File: src/rtl/mvm_result_writeback.sv
// Snapshots the MVM row results when done rises and writes them out as Avalon-MM words.
// Define WB_CHECKSUM_EN to append an XOR checksum word after the last row.
module mvm_result_writeback #(
  parameter int N          = 8,
  parameter int RES_WIDTH  = 24,
  parameter int ADDR_WIDTH = 32
) (
  input  logic                  CLOCK_50,
  input  logic                  rst_n,
  input  logic                  done_in,
  input  logic [RES_WIDTH-1:0]  c_in [N],
  input  logic [ADDR_WIDTH-1:0] base_addr,
  output logic [ADDR_WIDTH-1:0] avm_address,
  output logic                  avm_write,
  output logic [31:0]           avm_writedata,
  output logic [3:0]            avm_byteenable,
  input  logic                  avm_waitrequest,
  output logic                  wb_done,
  output logic                  busy,
  output logic [1:0]            dbg_state
);

  typedef enum logic [1:0] {
    IDLE    = 2'd0,
    CAPTURE = 2'd1,
    WRITE   = 2'd2,
    FINISH  = 2'd3
  } state_t;

`ifdef WB_CHECKSUM_EN
  localparam int WORDS = N + 1;
`else
  localparam int WORDS = N;
`endif
  // idx+1 must be representable, hence WORDS+1
  localparam int IW = $clog2(WORDS + 1);
  localparam logic [IW-1:0] LAST = IW'(WORDS - 1);

  state_t                  state_q;
  state_t                  state_d;
  logic                    done_q;
  logic                    trig;
  logic                    accept;
  logic [IW-1:0]           idx;
  logic [IW-1:0]           nxt;
  logic [RES_WIDTH-1:0]    cap [N];
  logic [ADDR_WIDTH-1:0]   base;
  logic [31:0]             word;
`ifdef WB_CHECKSUM_EN
  logic [RES_WIDTH-1:0]    csum;
  logic [RES_WIDTH-1:0]    csum_d;
`endif

  assign trig      = done_in & ~done_q;
  assign accept    = (state_q == WRITE) & avm_write & ~avm_waitrequest;
  assign nxt       = idx + IW'(1);
  assign wb_done   = (state_q == FINISH);
  assign busy      = (state_q == CAPTURE) | (state_q == WRITE);
  assign dbg_state = state_q;

`ifdef WB_CHECKSUM_EN
  always_comb begin
    csum_d = '0;
    for (int i = 0; i < N; i++)
      csum_d = csum_d ^ c_in[i];
  end
`endif

  always_comb begin
    word = '0;
    for (int i = 0; i < N; i++)
      if (nxt == IW'(i)) word = 32'(cap[i]);
`ifdef WB_CHECKSUM_EN
    if (nxt == IW'(N)) word = 32'(csum);
`endif
  end

  always_comb begin
    state_d = state_q;
    unique case (state_q)
      IDLE:    if (trig) state_d = CAPTURE;
      CAPTURE: state_d = WRITE;
      WRITE:   if (accept && idx == LAST) state_d = FINISH;
      FINISH:  if (!done_in) state_d = IDLE;
      default: state_d = IDLE;
    endcase
  end

  always_ff @(posedge CLOCK_50 or negedge rst_n) begin
    if (!rst_n) begin
      state_q <= IDLE;
      done_q  <= 1'b0;
    end else begin
      state_q <= state_d;
      done_q  <= done_in;
    end
  end

  always_ff @(posedge CLOCK_50 or negedge rst_n) begin
    if (!rst_n) begin
      idx            <= '0;
      base           <= '0;
      avm_address    <= '0;
      avm_write      <= 1'b0;
      avm_writedata  <= '0;
      avm_byteenable <= '0;
      for (int i = 0; i < N; i++)
        cap[i] <= '0;
`ifdef WB_CHECKSUM_EN
      csum <= '0;
`endif
    end else begin
      if (state_q == IDLE && trig) begin
        for (int i = 0; i < N; i++)
          cap[i] <= c_in[i];
        base <= {base_addr[ADDR_WIDTH-1:2], 2'b00};
        idx  <= '0;
`ifdef WB_CHECKSUM_EN
        csum <= csum_d;
`endif
      end
      if (state_q == CAPTURE) begin
        avm_address    <= base;
        avm_writedata  <= 32'(cap[0]);
        avm_write      <= 1'b1;
        avm_byteenable <= 4'hF;
      end
      if (accept) begin
        if (idx == LAST) begin
          avm_write      <= 1'b0;
          avm_byteenable <= 4'h0;
        end else begin
          idx           <= nxt;
          avm_address   <= base + (ADDR_WIDTH'(nxt) << 2);
          avm_writedata <= word;
        end
      end
    end
  end

endmodule

File: config.mk
export PLATFORM = sky130hd
export DESIGN_NAME = mvm_result_writeback
export DESIGN_NICKNAME = d
export VERILOG_FILES = /design/src/rtl/mvm_result_writeback.sv
export SDC_FILE = /design/constraint.sdc
export NUM_CORES = 1
export LEC_CHECK = 0
export ABC_AREA = 1
export BUFFER_PORTS_ARGS = -buffer_cell sky130_fd_sc_hd__buf_2
export CAP_MARGIN = 5
export CORE_MARGIN = 2
export CORE_UTILIZATION = 60
export DETAILED_ROUTE_END_ITERATION = 10
export PLACE_DENSITY = 0.86
export SYNTH_ARGS = -nofsm -noshare
export SYNTH_HDL_FRONTEND = slang
export SYNTH_SLANG_ARGS = --single-unit
File: constraint.sdc
create_clock -name CLOCK_50 -period 6.07 [get_ports CLOCK_50]
set_clock_uncertainty 0.1 [all_clocks]
set_input_delay 1.214 -clock CLOCK_50 [delete_from_list [all_inputs] [get_ports CLOCK_50]]
set_output_delay 1.214 -clock CLOCK_50 [all_outputs]
set_load 0.005 [all_outputs]
=== Word-level counts from Yosys, hierarchy flattened ===
Cells that the tools add are included.

* Add/sub/neg operators: 2
* Equal/unequal tests: 14
* Muxes and demuxes: 27
* Bitwise operators: 6
* Reductions and logical operators: 5

{| class="wikitable"
|+ Operators by type and width
! operator !! number
|-
| 32-bit 2-to-1 mux || 10
|-
| 24-bit 2-to-1 mux || 4
|-
| 32-bit by 6-bit adder with 32-bit output || 1
|-
| 4-bit 2-to-1 mux || 6
|-
| 4-bit by 3-bit equality test with 1-bit output (second input constant) || 5
|-
| 4-bit by 2-bit equality test with 1-bit output (second input constant) || 2
|-
| 2-bit one-hot mux with 4 select lines || 1
|-
| 2-bit 2-to-1 mux || 3
|-
| 4-bit by 1-bit adder with 4-bit output (second input constant) || 1
|-
| 2-bit equality test (second input constant) || 2
|-
| 4-bit by 1-bit equality test with 1-bit output (second input constant) || 1
|-
| 4-bit zero test || 1
|-
| 2-bit != test (second input constant) || 2
|-
| 1-bit bitwise AND || 3
|-
| 1-bit 2-to-1 mux || 3
|-
| 3-bit AND reduction || 1
|-
| 2-bit by 1-bit equality test with 1-bit output (second input constant) || 1
|-
| 1-bit logical AND || 2
|-
| 2-bit zero test || 1
|-
| 2-bit by 1-bit != test with 1-bit output (second input constant) || 1
|-
| 1-bit inverter || 2
|-
| 1-bit OR || 1
|}

* Flip-flop bits (word level): 298
* Input port bits: 228
* Output and inout bits: 73
* Word-level logic and storage cells: 70

=== Longest topological paths before layout ===
* Word-level depth: 12
* Gate-level depth with buffers: 16
* Gate-level depth less buffers: 16

=== Least setup slack after synthesis ===
Ideal clock, no wire load.

* Path kind: reg-to-reg
* From: register idx[0]
* To: register avm_address[27]
* Library setup time: 135 ps
* Arrival: 2359 ps
* Data required time: 5835 ps
* Slack: 3476 ps
* Cell stages (with the launch flop): 16
* Path buffers: 0
* Clock period less this slack: 2594 ps
* Cells stage by stage: dfrtp_1 ha_1 xnor2_2 inv_2 ha_1 nand3_1 nand3_1 nand3_1 nand2_1 inv_1 nor3_2 nand2_1 nor2_1 nand2_1 nand3_1 o21ai_0

* Longest elaborated chain between the ends: 4
* Elaborated cells between the ends (all ways): 5
* Those cells by class: 2 x add/sub; 1 x eq/ne; 2 x mux

{| class="wikitable"
|+ Ends and longest elaborated chain
! element !! RTL line !! text
|-
| start, declared || 44 || <nowiki>logic [IW-1:0] idx;</nowiki>
|-
| start signal, assigned || 133 || <nowiki>idx <= nxt;</nowiki>
|-
| 4-bit by 1-bit adder with 4-bit output || 56 || <nowiki>assign nxt = idx + IW'(1);</nowiki>
|-
| 32-bit by 6-bit adder with 32-bit output || 134 || <nowiki>avm_address <= base + (ADDR_WIDTH'(nxt) << 2);</nowiki>
|-
| 32-bit 2-to-1 mux (*) || 129 || <nowiki>if (idx == LAST) begin</nowiki>
|-
| 32-bit 2-to-1 mux (*) || 128 || <nowiki>if (accept) begin</nowiki>
|-
| end signal, assigned || 123 || <nowiki>avm_address <= base;</nowiki>
|-
| end signal, assigned || 134 ||
|-
| end, declared || 13 || <nowiki>output logic [ADDR_WIDTH-1:0] avm_address,</nowiki>
|}

Every way passes the cells marked *; elsewhere a longest branch is shown, timed or not.
A chain may end at the register's enable or synchronous reset.

=== Worst setup path after layout ===
* From: register idx[0]
* To: register avm_writedata[12]

* Longest elaborated chain between the ends: 12
* Elaborated cells between the ends (all ways): 20
* Those cells by class: 1 x add/sub; 8 x eq/ne; 10 x mux; 1 x reduce/logical

{| class="wikitable"
|+ Ends and longest elaborated chain
! element !! RTL line !! text
|-
| 4-bit by 1-bit adder with 4-bit output || 56 ||
|-
| 4-bit zero test || 72 || <nowiki>if (nxt == IW'(i)) word = 32'(cap[i]);</nowiki>
|-
| 24-bit 2-to-1 mux (4 in a row) || 72 ||
|-
| 32-bit 2-to-1 mux (4 in a row) || 72 ||
|-
| 32-bit 2-to-1 mux (*) || 129 ||
|-
| 32-bit 2-to-1 mux (*) || 128 ||
|-
| end signal, assigned || 124 || <nowiki>avm_writedata <= 32'(cap[0]);</nowiki>
|-
| end signal, assigned || 135 || <nowiki>avm_writedata <= word;</nowiki>
|-
| end, declared || 15 || <nowiki>output logic [31:0] avm_writedata,</nowiki>
|}

Marks and branches as above.

==> flow_summary.ini <==
[sta]
tightestPinTransition_ns = 1.17
period_share_pct = 71.7
slew_headroom_pct = 21.8
finalCriticalPeriod_ns = 4.35
tns_ns = 0
final_max_slew_viol_count = 0
hold_slack_ns = 0.372
setup_viol = 0
max_freq_ghz = 0.230
rsz0062_at_grt = false
finalHoldViolations = 0

[clock_tree]
worstSkewPairLatency_ns = 0.52
cts_buffers = 34
numClockSinks = 298
cts.path.max_buffers = 3
cts_tree = done
post_cts_resized = 0
cts_hold_buffers = 0
cts-root-buf = clkbuf_16
cts_setup_buffers = 0
clk_pin_slew_ns = 0.06
cts_htree_levels = 2

[job]
cap_violations = 0

[hold_path]
hp-class = reg2reg

[route]
drcViolationCount = 0
ant_nets = 0
totalWireLength_um = 42000
dr.pass1.iters = 5
vias_per_cell = 5.51
wl_per_cell_um = 16.5
dr_total_vias = 14060
drt_iter0_drc = 1417

[setup_path]
max_stage_delay_ns = 1.07
cpMostUsedCell = nand2_1
crit_chain = ha_1 > xnor2_2 > nand3_1 > inv_1 > nand2_1 > nand4_1 > nand2_1 > nand2_1 > nand2_1 > nand2_1
cp-end-kind = register
critPathSlowestCell = inv_1
path_buf_inv = 1
cp_data_required_time_ns = 6.42
cp_top_family = simple AND/OR/NAND/NOR gates
cp.arrival_ns = 4.70
startpoint_type = register
crit_fanout = 25
worstSetupPathType = reg2reg

[floorplan]
start_util_pct = 60.6
fp.dieW_um = 160
io_pins = 301
die_y_um = 160
core_region_area_um2 = 24200
rows = 57
fp.dieArea_um2 = 25700

[place]
port_buffers = 298
post-place-cells = 2492
gp_congestion = 0.898
dp_hpwl_um = 28100

[finish]
final_cells = 2554
finish.utilization_pct = 71.7
drive_gt1_share_pct = 17.1
syn2layout_area_growth_pct = 18.3
nets = 2446

[yosys]
avgSynthCellArea_um2 = 7.44
ys.warnings.count = 0
async_flop_share_pct = 100
ys_seq_area_share_pct = 50.9
syn_nets = 2212
synth_enable_flop_cells = 0
synth_cell_types = 39
netlist_instances = 1970
yosys_most_used_dff = dfrtp_1
ys_seq_elements = 298
syn-cell-area_um2 = 14700

[power]
p_comb_share_pct = 40.0
internal-power_mw = 5.35
leakage_nw = 9.32
power_switching_mw = 3.75
peakVddDrop_uv = 273
total_power_mw = 9.09
netSwitchingFraction_pct = 41.2
clockPowerShare_pct = 22.3
power.density_nw_per_um2 = 524
p_seq_share_pct = 37.7

[grt]
track_usage_pct = 32.9
grt_pass1_vias = 13555
antenna_found_initial = 2
grt_first_pass_wirelength_um = 67700
grt_max_degree = 220
grt_overflow = 0

[status]
status = finished, final reports clean
per-layer routing:
layer,wire [µm],track usage [%],vias up
li1,-,-,6613
met1,16500,42.2,6640
met2,20200,55.1,681
met3,3220,5.06,124
met4,2080,16.1,2
met5,13,0,-
worst register-to-register path, cell delays in order, from the launching register on:
cell and delay (ns):
dfrtp_1 0.48, ha_1 0.30, xnor2_2 0.70, nand3_1 0.96
inv_1 1.07, nand2_1 0.11, nand4_1 0.20, nand2_1 0.17
nand2_1 0.09, nand2_1 0.05, nand2_1 0.05
flip-flops by register name, indices dropped and copies added (netlist names):
name and flops:
avm_address 32, avm_byteenable 4, avm_write 1, avm_writedata 32
base 30, cap 192, dbg_state 2, done_q 1
idx 4
stage by stage:
| step | instance area, µm² | setup slack, ns |
|---|---|---|
| after floorplan | 14700 | 3.48 |
| after CTS | 17300 | 1.86 |
| after global routing | 17300 | 1.48 |
| after global placement | 16200 | 1.78 |
| after detailed placement | 16200 | 1.74 |
| final | 17300 | 1.72 |
final timing paths:
kind | startpoint | to | slack, ns | depth (start not counted)
setup / recovery | idx[0] | avm_writedata[12] | 1.72 | 10
hold / removal | cap[16] | cap[16] | 0.37 | 2
setup reg to reg | idx[0] | avm_writedata[12] | 1.72 | 10
hold reg to reg | cap[16] | cap[16] | 0.37 | 2
max in group asynchronous | rst_n | cap[176] | 3.91 | 2
min in group asynchronous | rst_n | avm_address[1] | 0.73 | 1
cells in the final DEF, fill, tap and decap left out, types with 5 or more instances in the layout:
cell | Yosys | layout
ha_1 | 13 | 12
nand2_1 | 875 | 874
nor3_1 | 14 | 14
o21ai_1 | 14 | 14
a31oi_1 | 7 | 7
nand4_1 | 54 | 54
clkbuf_8 | 0 | 9
mux2i_1 | 5 | 5
buf_2 | 12 | 297
o21ai_0 | 205 | 205
xor2_1 | 10 | 10
nor2_1 | 78 | 77
buf_4 | 7 | 11
dfrtp_1 | 298 | 298
inv_1 | 195 | 193
a21oi_1 | 6 | 6
clkbuf_1 | 82 | 7
nand3_1 | 50 | 48
clkinv_2 | 0 | 7
clkbuf_16 | 0 | 37
synthesized netlist by cell type (3+ instances only):
library cell	count	area share [%]
nor4_1	4	0.17
dfrtp_1	298	51
a31oi_1	7	0.30
buf_2	12	0.41
xor2_1	10	0.60
mux2i_1	5	0.34
o21ai_0	205	7.0
inv_1	195	5.0
nand3_1	50	1.7
a21oi_1	6	0.20
o211ai_1	4	0.20
nor2_1	78	2.0
o21ai_1	14	0.48
ha_1	13	1.1
clkbuf_1	82	2.1
buf_4	7	0.36
clkbuf_2	5	0.17
nand2_1	875	22
o31ai_1	4	0.20
buf_1	4	0.10
o32ai_1	3	0.18
nor3_1	14	0.48
nand4_1	54	2.3
power by group through the flow:
stage                     clock, mW  sequential, mW  combinational [mW]
final                          2.03            3.43                3.63
after global routing           2.13            3.52                4.11
after CTS                      2.04            3.41                3.62
after detailed placement          0            3.43                3.58
after global placement            0            3.39                3.45
after floorplan                   0            3.30                2.49
logic make-up after synthesis:
logic type / Yosys count / synth area share [%]
buffers and inverters: 309 / 8.34
flip-flops: 298 / 50.9
XOR/XNOR: 13 / 0.828
adder cells (fa/ha/maj): 14 / 1.25
AND/OR/NAND/NOR: 1086 / 29.7
AO/OA/AOI/OAI: 245 / 8.65
multiplexers: 5 / 0.341
layout make-up:
| class | count | area, µm² |
|---|---|---|
| fillers | 1950 | 6840 |
| clock inverters | 8 | 42.5 |
| repair buffers | 310 | 1600 |
| inverters | 197 | 747 |
| diodes | 1 | 2.50 |
| flip-flops and latches | 298 | 7460 |
| well taps | 324 | 405 |
| multi-input cells | 1363 | 6010 |
| clock buffers | 53 | 1080 |
(Power assumes the default switching activity.)
